File: src/rtl/nfsr_keystream_ctrl.sv
// nfsr_keystream_ctrl: sequencer for an external NFSR keystream register.
// Loads a seed, discards WARMUP shifts, then packs serial output bits
// MSB-first into OUT_W-bit words delivered over a valid/ready handshake.
// The NFSR is frozen (shift_en low) while a word waits for the consumer.
// Optional build macro: NFSR_CTRL_ONES_CNT_EN adds a saturating ones_cnt
// output counting the 1 bits sampled during keystream generation.
module nfsr_keystream_ctrl #(
  parameter int WIDTH  = 24,
  parameter int WARMUP = 48,
  parameter int OUT_W  = 8
) (
  input  logic             Clk,
  input  logic             reset,
  input  logic             start,
  input  logic             abort,
  input  logic [WIDTH-1:0] seed,
  input  logic [15:0]      num_words,
  output logic             busy,
  output logic             done,
  output logic             Par_load,
  output logic             shift_en,
  output logic [WIDTH-1:0] nfsr_seed,
  input  logic             nfsr_ser_out,
  output logic [OUT_W-1:0] ks_data,
  output logic             ks_valid,
  input  logic             ks_ready
`ifdef NFSR_CTRL_ONES_CNT_EN
  ,
  output logic [15:0]      ones_cnt
`endif
);

  localparam int WCW = (WARMUP > 1) ? $clog2(WARMUP) : 1;
  localparam int BCW = (OUT_W > 1) ? $clog2(OUT_W) : 1;

  typedef enum logic [2:0] {
    S_IDLE = 3'd0,
    S_LOAD = 3'd1,
    S_WARM = 3'd2,
    S_GEN  = 3'd3,
    S_OUT  = 3'd4
  } state_t;

  state_t           state_q, state_d;

  logic             busy_q, busy_d;
  logic             done_q, done_d;
  logic             par_load_q, par_load_d;
  logic             shift_en_q, shift_en_d;
  logic [WIDTH-1:0] seed_q, seed_d;
  logic [OUT_W-1:0] ks_data_q, ks_data_d;
  logic             ks_valid_q, ks_valid_d;
  logic [OUT_W-1:0] sr_q, sr_d;
  logic [WCW-1:0]   warm_cnt_q, warm_cnt_d;
  logic [BCW-1:0]   bit_cnt_q, bit_cnt_d;
  logic [15:0]      remaining_q, remaining_d;
`ifdef NFSR_CTRL_ONES_CNT_EN
  logic [15:0]      ones_cnt_q, ones_cnt_d;
`endif

  // Session is accepted only from IDLE, without abort, and with work to do.
  logic start_acc;
  logic warm_last;
  logic bit_last;
  logic handshake;

  assign start_acc = (state_q == S_IDLE) && start && !abort && (num_words != 16'd0);
  assign warm_last = (32'(warm_cnt_q) == 32'(WARMUP - 1));
  assign bit_last  = (32'(bit_cnt_q) == 32'(OUT_W - 1));
  assign handshake = (state_q == S_OUT) && ks_valid_q && ks_ready;

  // State register.
  always_ff @(posedge Clk or posedge reset) begin
    if (reset) begin
      state_q <= S_IDLE;
    end else begin
      state_q <= state_d;
    end
  end

  // Next-state logic; abort overrides every other transition.
  always_comb begin
    state_d = state_q;
    if (abort) begin
      state_d = S_IDLE;
    end else begin
      case (state_q)
        S_IDLE: begin
          if (start_acc) state_d = S_LOAD;
          else           state_d = S_IDLE;
        end
        S_LOAD: begin
          if (WARMUP == 0) state_d = S_GEN;
          else             state_d = S_WARM;
        end
        S_WARM: begin
          if (warm_last) state_d = S_GEN;
          else           state_d = S_WARM;
        end
        S_GEN: begin
          if (bit_last) state_d = S_OUT;
          else          state_d = S_GEN;
        end
        S_OUT: begin
          if (handshake) begin
            if (remaining_q == 16'd1) state_d = S_IDLE;
            else                      state_d = S_GEN;
          end else begin
            state_d = S_OUT;
          end
        end
        default: state_d = S_IDLE;
      endcase
    end
  end

  // Output and datapath next values; control outputs decode the next state
  // so the registered versions line up with the state they belong to.
  always_comb begin
    busy_d      = (state_d != S_IDLE);
    par_load_d  = (state_d == S_LOAD);
    shift_en_d  = (state_d == S_WARM) || (state_d == S_GEN);
    done_d      = 1'b0;
    seed_d      = seed_q;
    ks_data_d   = ks_data_q;
    ks_valid_d  = ks_valid_q;
    sr_d        = sr_q;
    warm_cnt_d  = '0;
    bit_cnt_d   = '0;
    remaining_d = remaining_q;
`ifdef NFSR_CTRL_ONES_CNT_EN
    ones_cnt_d  = ones_cnt_q;
`endif
    if (abort) begin
      ks_valid_d = 1'b0;
    end else begin
      case (state_q)
        S_IDLE: begin
          if (start_acc) begin
            seed_d      = seed;
            remaining_d = num_words;
`ifdef NFSR_CTRL_ONES_CNT_EN
            ones_cnt_d  = 16'd0;
`endif
          end else if (start) begin
            // Zero-length session: acknowledge immediately, never touch the NFSR.
            done_d = 1'b1;
          end else begin
            done_d = 1'b0;
          end
        end
        S_WARM: begin
          warm_cnt_d = warm_cnt_q + WCW'(1);
        end
        S_GEN: begin
          bit_cnt_d = bit_cnt_q + BCW'(1);
          sr_d      = (sr_q << 1) | OUT_W'(nfsr_ser_out);
`ifdef NFSR_CTRL_ONES_CNT_EN
          if (nfsr_ser_out && (ones_cnt_q != 16'hFFFF)) begin
            ones_cnt_d = ones_cnt_q + 16'd1;
          end else begin
            ones_cnt_d = ones_cnt_q;
          end
`endif
        end
        S_OUT: begin
          if (!ks_valid_q) begin
            // First OUT cycle: publish the collected word.
            ks_data_d  = sr_q;
            ks_valid_d = 1'b1;
          end else if (ks_ready) begin
            ks_valid_d  = 1'b0;
            remaining_d = remaining_q - 16'd1;
            if (remaining_q == 16'd1) done_d = 1'b1;
            else                      done_d = 1'b0;
          end else begin
            ks_valid_d = 1'b1;
          end
        end
        default: begin
          ks_valid_d = ks_valid_q;
        end
      endcase
    end
  end

  // Output and datapath registers.
  always_ff @(posedge Clk or posedge reset) begin
    if (reset) begin
      busy_q      <= 1'b0;
      done_q      <= 1'b0;
      par_load_q  <= 1'b0;
      shift_en_q  <= 1'b0;
      seed_q      <= '0;
      ks_data_q   <= '0;
      ks_valid_q  <= 1'b0;
      sr_q        <= '0;
      warm_cnt_q  <= '0;
      bit_cnt_q   <= '0;
      remaining_q <= 16'd0;
`ifdef NFSR_CTRL_ONES_CNT_EN
      ones_cnt_q  <= 16'd0;
`endif
    end else begin
      busy_q      <= busy_d;
      done_q      <= done_d;
      par_load_q  <= par_load_d;
      shift_en_q  <= shift_en_d;
      seed_q      <= seed_d;
      ks_data_q   <= ks_data_d;
      ks_valid_q  <= ks_valid_d;
      sr_q        <= sr_d;
      warm_cnt_q  <= warm_cnt_d;
      bit_cnt_q   <= bit_cnt_d;
      remaining_q <= remaining_d;
`ifdef NFSR_CTRL_ONES_CNT_EN
      ones_cnt_q  <= ones_cnt_d;
`endif
    end
  end

  assign busy      = busy_q;
  assign done      = done_q;
  assign Par_load  = par_load_q;
  assign shift_en  = shift_en_q;
  assign nfsr_seed = seed_q;
  assign ks_data   = ks_data_q;
  assign ks_valid  = ks_valid_q;
`ifdef NFSR_CTRL_ONES_CNT_EN
  assign ones_cnt  = ones_cnt_q;
`endif

endmodule
File: config.mk
export PLATFORM = sky130hd
export DESIGN_NAME = nfsr_keystream_ctrl
export DESIGN_NICKNAME = d
export VERILOG_FILES = /design/src/rtl/nfsr_keystream_ctrl.sv
export SDC_FILE = /design/constraint.sdc
export NUM_CORES = 1
export LEC_CHECK = 0
export ABC_CLOCK_PERIOD_IN_PS = 2900
export BUFFER_PORTS_ARGS = -buffer_cell sky130_fd_sc_hd__buf_2
export CORE_UTILIZATION = 53
export CTS_CLUSTER_DIAMETER = 40
export CTS_CLUSTER_SIZE = 25
export DETAILED_ROUTE_END_ITERATION = 8
export PLACE_DENSITY_LB_ADDON = 0.15
export REMOVE_ABC_BUFFERS = 1
export SYNTH_ARGS = -nofsm -noshare
export SYNTH_HDL_FRONTEND = slang
export SYNTH_SLANG_ARGS = --single-unit
export TNS_END_PERCENT = 20
File: constraint.sdc
create_clock -name Clk -period 2.9 [get_ports Clk]
set_input_delay 0.29 -clock Clk [delete_from_list [all_inputs] [get_ports Clk]]
set_output_delay 0.29 -clock Clk [all_outputs]
set_load 0.05 [all_outputs]
# [After elaboration in Yosys (flattened, before gate mapping)]
# Index checks and enable logic that the tools add are counted.
[totals] register_bits=73 output_inout_bits=37 latchBits=0 rom_bits=0 inputBits=46 mem_count=0 wordCells=73 ram_bits=0
[op_classes] magnitude_cmp=0 n_mul=0 n_eq_ne=13 div_mod_pow=0 add_sub_neg=3 mux=26 reduce_logical=16 n_bitwise=3 shift=0
[ops] op="$mux W16" count=3
[ops] op="$pmux W16 S2" count=1
[ops] op="$eq A16 B1 Y1 const B" count=1
[ops] op="$reduce_bool A16 Y1" count=1
[ops] op="$sub A16 B1 Y16 const B" count=1
[ops] op="$mux W3" count=5
[ops] op="$pmux W3 S5" count=1
[ops] op="$eq A3 B2 Y1 const B" count=4
[ops] op="$mux W1" count=12
[ops] op="$mux W6" count=2
[ops] op="$or A8 B1 Y8" count=1
[ops] op="$add A6 B1 Y6 const B" count=1
[ops] op="$eq A3 B1 Y1 const B" count=2
[ops] op="$eq A3 B3 Y1 const B" count=2
[ops] op="$eq A6 B6 Y1 const B" count=1
[ops] op="$ne A2 B2 Y1 const B" count=3
[ops] op="$reduce_and A3 Y1" count=2
[ops] op="$logic_and A1 B1 Y1" count=5
[ops] op="$reduce_and A5 Y1" count=1
[ops] op="$reduce_bool A2 Y1" count=2
[ops] op="$add A3 B1 Y3 const B" count=1
[ops] op="$logic_not A3 Y1" count=1
[ops] op="$reduce_bool A3 Y1" count=1
[ops] op="$mux W2" count=1
[ops] op="5 further kinds" count=6

# [Longest topological paths before layout]
# Gate-level depths: netlist of run 1.
[depth] ltp_word=9 mapped_depth=8 ltp_nobuf=6

# [Worst setup path after synthesis of run 1]
# No wires, ideal clock.
[synth_path] path_type="reg2reg" from="register remaining_q[8]" to="register busy_q, in the netlist busy" synth_period_minus_slack_ps=1856 setup_slack_ps=1044 path_stages_with_launch=6 setup_time_ps=134 t_required_ps=2766 t_arrival_ps=1722 n_path_buf=0 path_cell_list="dfrtp_1 -> or4_4 -> nor4_4 -> a41oi_1 -> nor3_2 -> a31oi_1"
[synth_via] elab_chain_len=6
[synth_lines] element="start, declared" line="56" source="logic [15:0] remaining_q, remaining_d;"
[synth_lines] element="start signal, assigned" line="215" source="remaining_q <= remaining_d;"
[synth_lines] element="$eq A16 B1 Y1" line="106" source="if (remaining_q == 16'd1) state_d = S_IDLE;"
[synth_lines] element="$mux W2" line="106"
[synth_lines] element="$mux W3" line="105" source="if (handshake) begin"
[synth_lines] element="$pmux W3 S5" line="87" source="case (state_q)"
[synth_lines] element="$mux W3" line="84" source="if (abort) begin"
[synth_lines] element="$reduce_bool A3 Y1" line="120" source="busy_d = (state_d != S_IDLE);"
[synth_lines] element="net busy_d" line="46" source="logic busy_q, busy_d;"
[synth_lines] element="end signal, assigned" line="205" source="busy_q <= busy_d;"
[synth_lines] element="end, declared" line="46"
# The timed path passes the listed nets, and every way through them passes these cells.
# A chain may end at the register's enable or synchronous reset.

# [Worst setup path in the final report of run 1]
[layout_path] from="register state_q[1]" to="register remaining_q[14]"
[layout_via] elab_chain_len=6 word_cells_on_any_way=11 classes_between="eq/ne: 4; mux: 1; reduce/logical: 6"
[layout_lines] element="start, declared" line="44" source="state_t state_q, state_d;"
[layout_lines] element="start signal, assigned" line="77" source="state_q <= state_d;"
[layout_lines] element="$logic_not A3 Y1" line="67, 137"
[layout_lines] element="$logic_and A1 B1 Y1 (3 in series)" line="67" source="assign start_acc = (state_q == S_IDLE) && start && !abort && (num_words != 16'd0);"
[layout_lines] element="$ne A2 B2 Y1 (no source line)"
[layout_lines] element="$reduce_and A5 Y1 (no source line)"
# Parallel ways exist; a longest one is shown, timed or not.

==> impl_metrics.json, run 1 <==
{
  "status": "completed",
  "die-area_um2": 6591,
  "insertion_delay_ns": 0.34,
  "nets": 427,
  "clock_path_buffers": 2,
  "r2r_start": "state_q[1]",
  "power_frac_seq": 0.468,
  "postCtsSetupBuffers": 0,
  "overflow": 0,
  "numCtsBuffers": 9,
  "critPathLaunchType": "flip-flop",
  "cts_resized": 0,
  "chipWidth_um": 81.19,
  "p_switching_w": 0.0009105,
  "synth_async_sr_flop_share": 1.000,
  "synth_area_um2": 3323,
  "row_count": 28,
  "rr_endpoint": "remaining_q[14]",
  "p_int_w": 0.001730,
  "cts-htree-levels": 3,
  "clkPwrFrac": 0.298,
  "vias": 2505,
  "critPathKind": "flip-flop to flip-flop",
  "p_per_area_nw_per_um2": 661.1,
  "clk_pin_slew_worst_paths_ns": 0.08,
  "ys.warnings.count": 0,
  "tightest_slew_ns": 0.9136,
  "cp-startpoint": "state_q[1]",
  "hold_viol": 0,
  "grt_pass1_wl_um": 10500,
  "setup_violations": 0,
  "critPathRequiredTime_ns": 3.14,
  "root_buffer": "clkbuf_8",
  "syn-mean-instance-area_um2": 11.38,
  "drc": 0,
  "dr.pass1.iters": 4,
  "ys.flop_type": "dfrtp_1",
  "vdd.ir_drop.worst_mv": 0.4691,
  "fin_crit_ns": 2.323,
  "wirelength_um": 6537,
  "cp-endpoint": "remaining_q[14]",
  "synth.ff_latch_count": 73,
  "start_util": 0.5547,
  "via_per_inst": 5.493,
  "syn2layout_area_growth_pct": 20.18,
  "antenna_found_initial": 0,
  "r2r_setup_slack_ns": 0.58,
  "dp_hpwl_um": 4579,
  "numClockSinks": 73,
  "antenna_left": 0,
  "avgRoutedWirePerCell_um": 14.34,
  "grtUsageTotal": 0.2117,
  "cellLeakagePower_nw": 1.888,
  "synth-edff-count": 0,
  "clock_skew_ns": 0.009632,
  "crit_arrival_ns": 2.57,
  "end_kind": "flip-flop",
  "drt_iter0_markers": 114,
  "sw_frac_of_total": 0.3449,
  "fmax_ghz": 0.4305,
  "core_um2": 5991,
  "fp.dieH_um": 81.19,
  "routabilityCongestion": 0.7946,
  "n_fill_cell": 484,
  "period_share": 0.8010,
  "slew-limit-headroom": 0.3908,
  "hold_path.class": "input pin to async pin",
  "postPlaceCellArea_um2": 3801,
  "ios": 83,
  "crit_fanout": 24,
  "hold_buffers": 0,
  "final_max_slew_viol_count": 0,
  "synth_cell_types": 45,
  "grt_max_degree": 40,
  "postSynthCellCount": 292,
  "r2r_cells": 5,
  "hold_ws_ns": 0.06776,
  "diodes": 0,
  "grt_pass1_vias": 2358,
  "yosysSeqAreaShare": 0.5497,
  "rsz0062_at_grt": "no",
  "port_buffers": 82,
  "drive_above_1_share": 0.3937,
  "pwr-share-comb": 0.234,
  "maxCapViolCount": 0,
  "postLayoutCellArea_um2": 3994,
  "cts_tree": "done"
}
## flip-flops by register name, summed over array words and instances, names as in the netlist, 3 cells and up
| register | flops |
|---|---|
| bit_cnt_q | 3 |
| nfsr_seed | 24 |
| warm_cnt_q | 6 |
| remaining_q | 16 |
| sr_q | 8 |
| ks_data | 8 |
| state_q | 3 |
## critical path: stages, from the launching register on
cell     delay [ns]
dfrtp_1        0.45
or3b_1         0.54
or3_1          0.44
o21ai_2        0.37
o21ai_0        0.20
a21o_1         0.22
## metrics by stage
step / TNS, ns / total power (W) / instances / utilization / worst slack [ns]
final: 0 / 0.002640 / 456 / 0.6667 / 0.5772
after global routing: 0 / 0.002770 / 456 / 0.6667 / 0.4534
after CTS: 0 / 0.002667 / 456 / 0.6667 / 0.6076
after detailed placement: 0 / 0.001879 / 440 / 0.6345 / 0.6210
after global placement: 0 / 0.001863 / 440 / 0.6345 / 0.6660
after floorplan: -3.187 / 0.001703 / 280 / - / -0.3510
## routing by layer
metal  vias up  GRT usage  part of all wire  wire, µm
li1       1212          -                 -         -
met1      1230     0.2727              0.46      3007
met2        57     0.3437              0.49      3183
met3         6    0.05618             0.043       279
met4         0    0.07500             0.010        67
met5         -          0                 0         0
## area by class of cell
class                   count  area [µm²]  area share
clock buffers               9       123.9     0.03102
repair buffers             85       445.4      0.1115
well taps                  75       93.84     0.02350
inverters                   9       33.78    0.008459
clock inverters             7       68.82     0.01723
multi-input cells         198        1401      0.3509
flip-flops and latches     73        1827      0.4574
## power by group through the flow
| stage | Combinational, W | Sequential, W | Clock (W) |
|---|---|---|---|
| after floorplan | 0.000195 | 0.00151 | 0 |
| after global placement | 0.000614 | 0.00125 | 0 |
| after detailed placement | 0.000624 | 0.00126 | 0 |
| after CTS | 0.000626 | 0.00123 | 0.000807 |
| after global routing | 0.000666 | 0.00126 | 0.000848 |
| final | 0.000619 | 0.00124 | 0.000786 |
## Yosys cell counts, types with 3 or more instances
cell type | n | area, µm²
ha_1 | 5 | 62.56
nor3_1 | 4 | 20.02
mux2_2 | 40 | 450.4
buf_2 | 5 | 25.02
a21oi_1 | 27 | 135.1
nand2_1 | 20 | 75.07
nand3b_1 | 4 | 30.03
nor4_1 | 6 | 37.54
nor2_1 | 21 | 78.83
o21ai_0 | 10 | 50.05
dfrtp_1 | 73 | 1827
xor2_1 | 3 | 26.28
nand3_1 | 8 | 40.04
and2_1 | 4 | 25.02
clkbuf_1 | 5 | 18.77
inv_1 | 9 | 33.78
nand2b_1 | 4 | 25.02
o22ai_1 | 8 | 50.05
## cell families (layout without fill, tap and decap cells)
group,count (synthesis),after routing,share of synthesized area
flops,73,73,0.5497
simple gates,88,88,0.1450
buf+inv,21,110,0.03012
xor+xnor,5,5,0.01318
mux,40,40,0.1355
fa+ha+maj,5,5,0.01883
compound gates,60,60,0.1077
## cells in the final DEF, fill, tap and decap left out, drive strengths merged, types with 5 or more instances in the layout
cell,instances
a21oi,27
buf,85
clkbuf,9
dfrtp,73
ha,5
inv,10
mux2,40
nand2,20
nand3,8
nor2,21
nor3,5
nor4,8
o21ai,11
o22ai,8
## how the worst min path moves through the flow
stage | startpoint | end | slack, ns | cells after the start
floorplan | abort | bit_cnt_q[0] | 0.36 | 1
global placement | bit_cnt_q[0] | bit_cnt_q[0] | 0.43 | 1
detailed placement | bit_cnt_q[0] | bit_cnt_q[0] | 0.44 | 1
CTS | reset | nfsr_seed[14] | 0.08 | 2
global route | reset | shift_en | 0.12 | 2
finish | reset | nfsr_seed[9] | 0.07 | 2
Power figures use the tool's default switching activity.
==> run 2, diff against run 1 <==
- ABC_AREA: unset -> 1
- ABC_CLOCK_PERIOD_IN_PS: 2900 -> 1900
- CORE_UTILIZATION: 53 -> 48
- clock period: 2.9 -> 1.9 ns (I/O delays scaled with it)
==> run 2 against run 1 <==
Against the previous run:
- via count up 23%
- global-route usage increased by 1.5 points
- maximum frequency is 34% higher
- register-to-register slack worse by 0.41 ns
- final area is 6.8% higher
- worst setup slack lost 0.41 ns
- area after synthesis is 5.5% higher
- non-clock buffer count is 4 higher
- hold slack got worse by 0.039 ns
==> impl_metrics.json, run 2 <==
{
  "holdPathStages": 3,
  "hp-start": "seed[15]",
  "status": "completed",
  "synth_area_um2": 3506,
  "wirelength_um": 7714,
  "hold_path.class": "input pin to flip-flop",
  "min_to": "nfsr_seed[15]",
  "start_util": 0.5076,
  "crit_fanout": 5,
  "synth_top_area_frac": 0.5211,
  "yosysSeqAreaShare": 0.5211,
  "synth.ff_latch_count": 73,
  "path_common_cell": "nand2_1",
  "power_frac_seq": 0.440,
  "antenna_left": 0,
  "postPlaceCellArea_um2": 4015,
  "numCtsBuffers": 9,
  "largest_reg_flops": 24,
  "p_int_w": 0.002776,
  "slew-limit-headroom": 0.6597,
  "hold_viol": 0,
  "tns_ns": 0,
  "final_common_cell": "nand2_1",
  "critPathLaunchType": "flip-flop",
  "port_buffers": 82,
  "p_switching_w": 0.001461,
  "crit_arrival_ns": 2.00,
  "tightest_slew_ns": 0.5093,
  "grt_pass1_wl_um": 13280,
  "end_kind": "flip-flop",
  "clock_path_buffers": 2,
  "period_share": 0.9121,
  "path_cells": "inv_1 > ha_1 > nand2_1 > nor2_1 > nand2_1 > nand3_1 > o21ai_0 > a21oi_1",
  "critPathKind": "flip-flop to flip-flop",
  "utilization": 0.6178,
  "dp_hpwl_um": 5413,
  "grt_pass1_vias": 2973,
  "fp.dieH_um": 87.46,
  "ys.warnings.count": 0,
  "drt_iter0_markers": 223,
  "pwr-share-comb": 0.237,
  "r2r_start": "remaining_q[0]",
  "row_count": 30,
  "clk_pin_slew_worst_paths_ns": 0.08,
  "clock_skew_ns": 0.009352,
  "hold_ws_ns": 0.02905,
  "synth_async_sr_flop_share": 1.000,
  "ys.flop_type": "dfrtp_1",
  "routabilityCongestion": 0.8314,
  "grtUsageTotal": 0.2263,
  "chipWidth_um": 87.46,
  "overflow": 0,
  "r2r_setup_slack_ns": 0.17,
  "avgRoutedWirePerCell_um": 12.15,
  "setup_violations": 0,
  "dpl_worst_slack_ns": 0.06201,
  "final_max_slew_viol_count": 0,
  "fin_ws_ns": 0.1671,
  "fin_crit_ns": 1.733,
  "crit_path_top_delay_cell": "dfrtp_1",
  "synth_cell_types": 29,
  "cellLeakagePower_nw": 2.271,
  "maxCapViolCount": 0,
  "synth_area_leaders": "dfrtp_1, nand2_1, nor2_1",
  "p_per_area_nw_per_um2": 992.9,
  "vdd.ir_drop.worst_mv": 0.6299,
  "ios": 83,
  "syn2layout_area_growth_pct": 21.70,
  "nets": 585,
  "vias": 3072,
  "grt_max_degree": 66,
  "critPathRequiredTime_ns": 2.17,
  "syn-mean-instance-area_um2": 7.843,
  "core_um2": 6907,
  "postLayoutCellArea_um2": 4267,
  "diodes": 0,
  "dr.pass1.iters": 4,
  "postSynthCellCount": 447,
  "via_per_inst": 4.838,
  "cts_tree": "done",
  "synth-edff-count": 0,
  "rr_endpoint": "remaining_q[8]",
  "numClockSinks": 73,
  "yosysTopAreaCell": "dfrtp_1",
  "drive_above_1_share": 0.2171,
  "cts-htree-levels": 3,
  "yosysMostFrequentCell": "nand2_1",
  "rsz0062_at_grt": "no",
  "die-area_um2": 7649,
  "root_buffer": "clkbuf_8",
  "final_cell_mix": "nand2_1, buf_2, dfrtp_1",
  "clkPwrFrac": 0.323,
  "fmax_ghz": 0.5771,
  "ys_top_cells_by_count": "nand2_1, dfrtp_1, nor2_1, inv_1, nand3_1",
  "insertion_delay_ns": 0.35,
  "sw_frac_of_total": 0.3448,
  "antenna_found_initial": 0,
  "drc": 0,
  "slowest_delay_ns": 0.40,
  "r2r_cells": 8
}
## run 2: cell types whose count changed after synthesis, sizes merged, moves of 8 or more
| cell | change |
|---|---|
| mux2 | -39 |
| nand3 | +28 |
| nor4 | -8 |
| o21ai | +24 |
| a21oi | -19 |
| nor2 | +32 |
| inv | +42 |
| nand2 | +130 |
## run 2: repair_timing
action / in CTS / in global routing
setup buffers: 0 / 0
endpoints found under the hold margin: 8 / 0
hold buffers: 1 / 0
resized for setup: 0 / 4
endpoints found under the setup margin: 0 / 30
## run 2: routing by layer
metal	part of all wire	routed length, µm	vias up	global-route usage
met2	0.46	3554	84	0.3551
met5	0	0	-	0
met4	0.014	110	0	0.07004
met1	0.45	3495	1406	0.2914
met3	0.072	553	11	0.08436
li1	-	-	1571	-
## run 2: worst max path at each step
stage / from / to / slack (ns)
floorplan: reset / Par_load / -0.14
global placement: state_q[0] / remaining_q[11] / 0.16
detailed placement: state_q[1] / remaining_q[13] / 0.06
CTS: state_q[1] / remaining_q[11] / 0.04
global route: remaining_q[0] / remaining_q[8] / 0.03
finish: remaining_q[0] / remaining_q[8] / 0.17
## run 2: logic make-up (layout without fill, tap and decap cells)
group                    count (synthesis)  after routing  synth area share
multiplexers                             1              1          0.003212
XOR/XNOR                                 1              1          0.002499
flip-flops                              73             73            0.5211
AND/OR/NAND/NOR                        252            252            0.3012
AO/OA/AOI/OAI                           50             50           0.07602
buffers and inverters                   65            157           0.07816
adder cells (fa/ha/maj)                  5              5           0.01784
## run 2: metrics by stage
stage	cells	power [W]
6_report	635	0.004237
5_1_grt	635	0.004467
4_1_cts	635	0.004263
3_5_place_dp	618	0.002892
3_3_place_gp	618	0.002873
2_1_floorplan	434	0.002602
## run 2: worst max-delay path: cells and delay by family (launching register included)
kind,cells,cell delay [ns]
AOI/OAI and AO/OA,2,0.22
adders and majority gates,1,0.25
buffers and inverters,1,0.12
and+or+nand+nor,4,0.66
DFF,1,0.40
## run 2: final cells by class
type                       instances  area [µm²]
fill                             650        2640
sequential                        73        1827
multi-input combinational        309        1421
timing repair buffer              89       481.7
inverter                          52       195.2
clock buffer                      12       145.1
tap                               96       120.1
clock inverter                     4       76.32
## run 2: power groups by stage
stage,Combinational (W),Clock [W],Sequential [W]
2_1_floorplan,0.000373,0,0.00223
3_3_place_gp,0.000985,0,0.00189
3_5_place_dp,0.00101,0,0.00189
4_1_cts,0.00101,0.00139,0.00187
5_1_grt,0.00111,0.00147,0.00189
6_report,0.00100,0.00137,0.00187
==> run 3, diff against run 2 <==
- ABC_AREA: 1 -> unset
- GPL_ROUTABILITY_DRIVEN: unset -> 0
- SETUP_SLACK_MARGIN: unset -> 0.5
==> run 3 against run 2 <==
Against the previous run:
- count of clock-buffer cells in the layout down 2
- routed wire length grew 8.2%
- critical path depth fell by 2
- clock power up 15%
- cell count decreased by 21%
- critical path type unchanged
- highest routed layer unchanged
==> impl_metrics.json, run 3 (synthesis gave the netlist of run 1 again) <==
{
  "tightest_slew_ns": 0.3789,
  "grt_max_degree": 74,
  "root_buffer": "clkbuf_8",
  "cellLeakagePower_nw": 2.360,
  "dr.pass1.iters": 4,
  "fin_crit_ns": 1.882,
  "via_per_inst": 5.497,
  "grtUsageTotal": 0.2280,
  "numCtsBuffers": 9,
  "p_int_w": 0.003238,
  "clk_pin_slew_worst_paths_ns": 0.08,
  "final_cell_mix": "buf_2, dfrtp_1, mux2_4",
  "r2r_cells": 6,
  "drc": 0,
  "grt_pass1_wl_um": 12810,
  "antenna_found_initial": 0,
  "fp.dieH_um": 85.21,
  "critPathLaunchType": "flip-flop",
  "final_max_slew_viol_count": 0,
  "r2r_setup_slack_ns": 0.02,
  "overflow": 0,
  "numClockSinks": 73,
  "holdPathStages": 2,
  "n_fill_cell": 449,
  "largest_reg_flops": 24,
  "path_cells": "or4_4 > buf_4 > buf_6 > or3_4 > a21oi_2 > a2bb2oi_1",
  "slew-limit-headroom": 0.7474,
  "p_per_area_nw_per_um2": 973.0,
  "r2r_start": "remaining_q[9]",
  "crit_path_top_delay_cell": "or4_4",
  "fmax_ghz": 0.5313,
  "seqCellArea_um2": 1827,
  "crit_arrival_ns": 2.16,
  "maxCapViolCount": 0,
  "dp_hpwl_um": 5041,
  "status": "completed",
  "hold_viol": 0,
  "vdd.ir_drop.worst_mv": 0.5964,
  "setup_violations": 0,
  "port_buffers": 82,
  "path_buf_inv": 2,
  "chipWidth_um": 85.21,
  "period_share": 0.9907,
  "ios": 83,
  "critPathKind": "flip-flop to flip-flop",
  "final_common_cell": "buf_2",
  "insertion_delay_ns": 0.35,
  "antenna_left": 0,
  "postLayoutCellArea_um2": 4857,
  "avgRoutedWirePerCell_um": 16.73,
  "grt_pass1_vias": 2680,
  "clkPwrFrac": 0.334,
  "postPlaceCellArea_um2": 4019,
  "tns_ns": 0,
  "die-area_um2": 7260,
  "cts-htree-levels": 3,
  "sw_frac_of_total": 0.3149,
  "min_to": "nfsr_seed[23]",
  "multi_input_area_um2": 1779,
  "clock_path_buffers": 2,
  "p_switching_w": 0.001488,
  "vias": 2743,
  "power_frac_seq": 0.400,
  "rsz0062_at_grt": "yes",
  "pwr-share-comb": 0.266,
  "start_util": 0.5088,
  "nets": 469,
  "slowest_delay_ns": 0.57,
  "diodes": 0,
  "hp-start": "seed[23]",
  "core_um2": 6531,
  "clock_skew_ns": 0.01321,
  "hold_path.class": "input pin to flip-flop",
  "row_count": 29,
  "power.total_w": 0.004726,
  "rr_endpoint": "remaining_q[13]",
  "end_kind": "flip-flop",
  "drt_iter0_markers": 74,
  "wirelength_um": 8349,
  "path_delay_family": "simple AND/OR/NAND/NOR gates",
  "drive_above_1_share": 0.5474,
  "cts_tree": "done",
  "crit_fanout": 2,
  "critPathRequiredTime_ns": 2.17,
  "syn2layout_area_growth_pct": 46.16
}
## run 3: cell count changes in the layout (fill, tap and decap cells not counted), sizes merged, moves of 8 or more
cell	previous run	this run
a21oi	8	27
mux2	1	40
nor4	0	8
buf	88	124
o21ai	35	11
inv	51	8
nand2	150	20
nand3	36	8
nor2	53	21
## run 3: layout make-up
cell class | instances | area share
Multi-Input combinational cell | 198 | 0.3663
Sequential cell | 73 | 0.3761
Clock inverter | 5 | 0.02653
Timing Repair Buffer | 127 | 0.1770
Clock buffer | 10 | 0.02628
Inverter | 9 | 0.007986
Tap cell | 77 | 0.01984
## run 3: worst max path at each step
| stage | slack (ns) | cells past startpoint | endpoint | from |
|---|---|---|---|---|
| detailed placement | -0.04 | 5 | busy | remaining_q[8] |
| global placement | -0.02 | 5 | busy | remaining_q[8] |
| floorplan | -1.35 | 5 | remaining_q[10] | state_q[1] |
| finish | 0.02 | 6 | remaining_q[13] | remaining_q[9] |
| CTS | -0.01 | 5 | remaining_q[14] | remaining_q[9] |
| global route | -0.05 | 5 | busy | remaining_q[9] |
## run 3: power by group through the flow
stage               combinational [W]  clock [W]  sequential [W]
detailed placement            0.00106          0         0.00189
CTS                           0.00120    0.00161         0.00188
global placement              0.00104          0         0.00188
floorplan                    0.000297          0         0.00230
finish                        0.00126    0.00158         0.00189
global route                  0.00133    0.00165         0.00191
## run 3: metal layers
layer / part of all wire / GRT usage
met5: 0 / 0
met4: 0.013 / 0.09245
met3: 0.030 / 0.04086
met2: 0.53 / 0.3864
met1: 0.43 / 0.2903
## run 3: metrics by stage
step | util | cells | setup slack [ns] | hold slack, ns
6_report | 0.7437 | 499 | 0.01773 | 0.06752
5_1_grt | 0.7437 | 499 | -0.05363 | 0.05739
4_1_cts | 0.7123 | 490 | -0.01246 | 0.05403
3_5_place_dp | 0.6153 | 469 | -0.04305 | 0.3079
3_3_place_gp | 0.6153 | 469 | -0.01521 | 0.3080
2_1_floorplan | - | 280 | -1.351 | 0.2608
## run 3: what timing repair did
action / 4_1_cts / 5_1_grt
hold buffers: 1 / 0
cloned: 0 / 2
buffers inserted: 5 / 7
endpoints found under the hold margin: 73 / 0
endpoints found under the setup margin: 62 / 62
resized for setup: 85 / 24
pin swaps: 22 / 27
